===== config.mk =====
export PLATFORM = sky130hd
export DESIGN_NAME = sonar_echo_responder
export DESIGN_NICKNAME = d
export VERILOG_FILES = /design/src/rtl/sonar_echo_responder.sv
export SDC_FILE = /design/constraint.sdc
export NUM_CORES = 1
export LEC_CHECK = 0
export CAP_MARGIN = 20
export CELL_PAD_IN_SITES_DETAIL_PLACEMENT = 1
export CELL_PAD_IN_SITES_GLOBAL_PLACEMENT = 1
export CORE_UTILIZATION = 35
export DETAILED_ROUTE_END_ITERATION = 16
export GPL_ROUTABILITY_DRIVEN = 0
export PLACE_DENSITY_LB_ADDON = 0.1
export SLEW_MARGIN = 10
export SYNTH_ARGS = -nofsm -noshare
export SYNTH_HDL_FRONTEND = slang
export SYNTH_SLANG_ARGS = --single-unit

===== constraint.sdc =====
create_clock -name clk -period 10.9 [get_ports clk]
set_clock_uncertainty 0.2 [all_clocks]
set_input_delay 1.09 -clock clk [delete_from_list [all_inputs] [get_ports clk]]
set_output_delay 1.09 -clock clk [all_outputs]
set_load 0.005 [all_outputs]

===== src/rtl/sonar_echo_responder.sv =====
// HC-SR04 style echo responder: trigger in, distance-coded echo out.
// Define SONAR_JITTER_EN to add LFSR-based jitter to the echo width.
module sonar_echo_responder #(
    parameter int unsigned CYC_PER_CM      = 5800,
    parameter int unsigned MIN_TRIG_CYCLES = 1000,
    parameter int unsigned HOLDOFF_CYCLES  = 20000,
    parameter int unsigned MAX_CM          = 400,
    parameter int unsigned TIMEOUT_CYCLES  = 3800000,
    parameter int unsigned GUARD_CYCLES    = 6000000
) (
    input  logic        clk,
    input  logic        rst_n,
    input  logic        trigger,
    input  logic [15:0] distance_cm,
    input  logic        target_valid,
    output logic        echo,
    output logic        busy,
    output logic        trig_err,
    output logic        trig_ignored
);

    typedef enum logic [2:0] {
        IDLE,
        TRIG_HI,
        HOLDOFF,
        ECHO,
        GUARD
    } state_t;

    localparam logic [31:0] CYC_W     = 32'(CYC_PER_CM);
    localparam logic [31:0] MIN_W     = 32'(MIN_TRIG_CYCLES);
    localparam logic [31:0] HOLD_LAST = 32'(HOLDOFF_CYCLES - 1);
    localparam logic [31:0] MAX_W     = 32'(MAX_CM);
    localparam logic [31:0] TMO_W     = 32'(TIMEOUT_CYCLES);
    localparam logic [31:0] GRD_LAST  = 32'(GUARD_CYCLES - 1);

    state_t      state;
    state_t      state_nxt;
    logic        trig_m;
    logic        trig_s;
    logic        trig_q;
    logic        rise;
    logic        fall;
    logic        hi_ok;
    logic        latch;
    logic        in_run;
    logic [31:0] hi_cnt;
    logic [31:0] cnt;
    logic [31:0] width;
    logic [31:0] width_base;
    logic [31:0] width_calc;
    logic [31:0] dist_w;

    always_ff @(posedge clk or negedge rst_n) begin
        if (!rst_n) begin
            trig_m <= 1'b0;
            trig_s <= 1'b0;
            trig_q <= 1'b0;
        end else begin
            trig_m <= trigger;
            trig_s <= trig_m;
            trig_q <= trig_s;
        end
    end

    assign rise   = trig_s & ~trig_q;
    assign fall   = ~trig_s & trig_q;
    assign hi_ok  = (hi_cnt >= MIN_W);
    assign latch  = (state == TRIG_HI) && fall && hi_ok;
    assign in_run = (state == HOLDOFF) || (state == ECHO) || (state == GUARD);
    assign dist_w = {16'd0, distance_cm};

    // Out-of-range beats zero distance; zero reads back as 1 cm.
    always_comb begin
        width_base = dist_w * CYC_W;
        if (!target_valid || (dist_w > MAX_W)) begin
            width_base = TMO_W;
        end else if (distance_cm == 16'd0) begin
            width_base = CYC_W;
        end
    end

`ifdef SONAR_JITTER_EN
    logic [15:0] lfsr;

    always_ff @(posedge clk or negedge rst_n) begin
        if (!rst_n) begin
            lfsr <= 16'hACE1;
        end else if (latch) begin
            lfsr <= {lfsr[14:0], lfsr[15] ^ lfsr[13] ^ lfsr[12] ^ lfsr[10]};
        end
    end

    assign width_calc = width_base + {24'd0, lfsr[7:0]};
`else
    assign width_calc = width_base;
`endif

    always_ff @(posedge clk or negedge rst_n) begin
        if (!rst_n) begin
            state <= IDLE;
        end else begin
            state <= state_nxt;
        end
    end

    always_comb begin
        state_nxt = state;
        unique case (state)
            IDLE:    if (rise) state_nxt = TRIG_HI;
            TRIG_HI: if (fall) state_nxt = hi_ok ? HOLDOFF : IDLE;
            HOLDOFF: if (cnt == HOLD_LAST) state_nxt = ECHO;
            ECHO:    if (cnt == width - 32'd1) state_nxt = GUARD;
            GUARD:   if (cnt == GRD_LAST) state_nxt = IDLE;
            default: state_nxt = IDLE;
        endcase
    end

    always_ff @(posedge clk or negedge rst_n) begin
        if (!rst_n) begin
            hi_cnt <= '0;
            cnt    <= '0;
            width  <= '0;
        end else begin
            if (state == IDLE) begin
                hi_cnt <= rise ? 32'd1 : 32'd0;
            end else if ((state == TRIG_HI) && trig_s && !hi_ok) begin
                hi_cnt <= hi_cnt + 32'd1;
            end
            if (state_nxt != state) begin
                cnt <= '0;
            end else if (in_run) begin
                cnt <= cnt + 32'd1;
            end
            if (latch) begin
                width <= width_calc;
            end
        end
    end

    always_comb begin
        echo         = (state == ECHO);
        busy         = in_run;
        trig_err     = (state == TRIG_HI) && fall && !hi_ok;
        trig_ignored = in_run && rise;
    end

endmodule


==> impl_results.md <==
* Status: finished, final reports clean
* CP arrival at 6.23 ns
* GRT Total Usage at 18.0%
* TritonCTS clock tree: yes
* Met1 usage at 25.7%
* GRT overflow at 0
* Die Span X at 155 um
* Worst Setup Start Kind: input pin
* Pwr Density at 173 nW/um2
* RSZ-0062 raised after global routing: false
* # nets final at 1069
* Mapped Cells at 918
* Fmax at 0.162 GHz
* Via density at 5.03
* WL/cell at 16.3 um
* Largest net degree at the start of global routing at 50
* Layout cell share with drive strength beyond 1 at 3.12%
* Hold_buf cts at 0
* Diode count at 0
* Leading cell type in the layout, fill and taps excluded: inv_1
* DRT iter0 DRCs at 279
* Setup repair bufs after CTS at 0
* Vias in the first global route at 6476
* First-pass iteration count of the detailed router at 6
* Initial Utilization at 36.0%
* Async S/R FF share, synth at 100%
* Setup_tns at 0 ns
* Cell Rows at 55
* Leak Pwr at 4.06 nW
* Slowest stage cell, crit path: clkdlybuf4s50_1
* Register area share after synthesis at 29.2%
* Yosys warnings at 0
* Syn Nets at 1062
* Worst slew margin at 50.3%
* Die area at 24100 um2
* H-tree depth at 3
* Crit-path cells: clkdlybuf4s50_1, ha_1, fa_1, fa_1, fa_1, inv_1, fa_1, inv_1, ha_1, a21o_1, a31o_2, a21o_1, nor2_1, o21ai_0, o21a_1, o21a_1, o31ai_1
* IO buf count at 23
* Remaining antenna violation count at 0
* First-pass GRT wire length at 34200 um
* Post-synth EDFFs at 0
* Area Growth Syn to Fin at 9.76%
* DRC errors left at 0
* Commonest non-fill, non-tap cells in the layout: inv_1, dfrtp_1, nor2_1
* CP endpoint kind: register
* WP data required at 10.96 ns
* Crit Path Max Fanout at 6
* Clock Tree Root: clkbuf_16
* Worst skew pair latency at 0.36 ns
* Final HPWL DP at 16200 um
* Worst path most repeated cell: fa_1
* Final Hold Fails at 0
* Class of the worst hold path: reg2reg
* Met3 usage in global routing at 1.92%
* MaxCap Viol Count at 0
* Yosys cell types at 57
* Final Critical Period at 6.17 ns
* Die height at 155 um
* GRT Max-Usage Layer: met2
* Met2 usage at 28.5%
* Synth Flop Type: dfrtp_1
* Area of the mapped netlist at 8220 um2
* Final Max Slew Viols at 0
* Synthesized area per cell at 8.95 um2
* Post-CTS resize count at 0
* Hold WS at 0.159 ns
* Final number of setup-violating endpoints at 0
* Antenna violations before repair at 0
* Max rail drop VDD at 128 uV
* Worst-Margin Slew at 0.744 ns
* Top-Level Pins at 24
* Clock-pin slew on the worst setup and hold paths at 0.07 ns
* CTS Sinks at 96
* Cts bufs inserted at 9
* CTS max path bufs at 2
* Synthesized flop and latch total at 96
* Routed wire length at 20200 um
* Max incr delay on CP at 0.65 ns
* Area of the core at 22800 um2
* DR vias at 6248
* Final period util at 56.6%
* Setup CP Type: in2reg
-- power breakdown --
part	total [mW]	leakage [nW]	switching (mW)	internal, mW
logic	0.870	2.71	0.509	0.361
registers	0.364	1.21	0.00445	0.359
clock network	0.324	0.147	0.145	0.179
-- worst paths after layout --
kind / startpoint / to / slack [ns] / depth (start not counted)
worst min-delay path: trig_m / trig_s / 0.16 / 0
worst max-delay path: distance_cm[6] / width[26] / 4.73 / 17
worst min register to register: trig_m / trig_s / 0.16 / 0
max in group asynchronous: rst_n / hi_cnt[3] / 8.87 / 2
min in group asynchronous: rst_n / cnt[29] / 0.56 / 1
worst max register to register: width[3] / cnt[27] / 6.48 / 11
-- metal layers --
metal | vias to the layer above | share of wire (%) | wire (um)
li1 | 3136 | - | -
met1 | 3030 | 51 | 10400
met2 | 66 | 45 | 9140
met3 | 16 | 2.1 | 429
met4 | 0 | 1.5 | 302
met5 | - | 0 | 0
-- cells by family after synthesis --
logic type | share of synthesized area [%]
AND/OR/NAND/NOR | 21.2
AO/OA/AOI/OAI | 10.7
buffers and inverters | 6.44
adder cells (fa/ha/maj) | 23.0
flip-flops | 29.2
XOR/XNOR | 9.49
-- flip-flops by register name, indices dropped and copies added, names as in the netlist --
name and cells:
state 3, trig_m 1, width 26, trig_s 1
cnt 32, hi_cnt 32, trig_q 1
-- layout make-up --
class	count	area, um2
Clock inverter	6	66.3
Sequential cell	96	2400
Tap cell	313	392
Multi-Input combinational cell	687	5290
Inverter	105	394
Clock buffer	10	229
Fill cell	2729	13800
Timing Repair Buffer	26	250
-- stage by stage --
| stage | instance area [um2] | std cells | power [mW] | setup WS (ns) | utilization [%] |
|---|---|---|---|---|---|
| 5_1_grt | 9020 | 1243 | 1.71 | 4.34 | 39.5 |
| 3_3_place_gp | 8720 | 1227 | 1.24 | 4.41 | 38.2 |
| 4_1_cts | 9020 | 1243 | 1.58 | 4.71 | 39.5 |
| 6_report | 9020 | 1243 | 1.56 | 4.73 | 39.5 |
| 3_5_place_dp | 8720 | 1227 | 1.24 | 4.35 | 38.2 |
| 2_1_floorplan | 8220 | 918 | 1.05 | 5.31 | - |
-- worst max-delay path: cells and delay by family --
kind / cells / cell delay, ns
adders and majority gates: 6 / 2.73
buffers and inverters: 3 / 0.74
AOI/OAI and AO/OA: 7 / 1.38
and+or+nand+nor: 1 / 0.29
-- synth_stat cells, drive strengths merged, types with 3 or more instances --
cell type / number / area [um2]
xor2: 40 / 350
buf: 5 / 41.3
a21o: 13 / 105
nor4: 22 / 153
dfrtp: 96 / 2400
a31oi: 8 / 50.1
nand3b: 3 / 22.5
nand2b: 11 / 68.8
nor3b: 9 / 72.6
a21oi: 34 / 170
a211o: 3 / 26.3
inv: 105 / 394
nor2b: 6 / 37.5
and3: 7 / 43.8
nand4: 26 / 163
nor2: 92 / 345
or4: 11 / 90.1
and2: 23 / 144
o21ai: 35 / 175
ha: 79 / 988
and4: 3 / 26.3
nor4b: 4 / 35.0
xnor2: 49 / 429
clkbuf: 25 / 93.8
or3: 7 / 43.8
nand3: 20 / 100
o31ai: 7 / 52.6
o21bai: 3 / 22.5
nand2: 66 / 248
o211ai: 3 / 22.5
a22o: 3 / 26.3
fa: 45 / 901
nor3: 26 / 130
o21a: 4 / 30.0
Note: power is estimated with default switching activity, not from simulation.
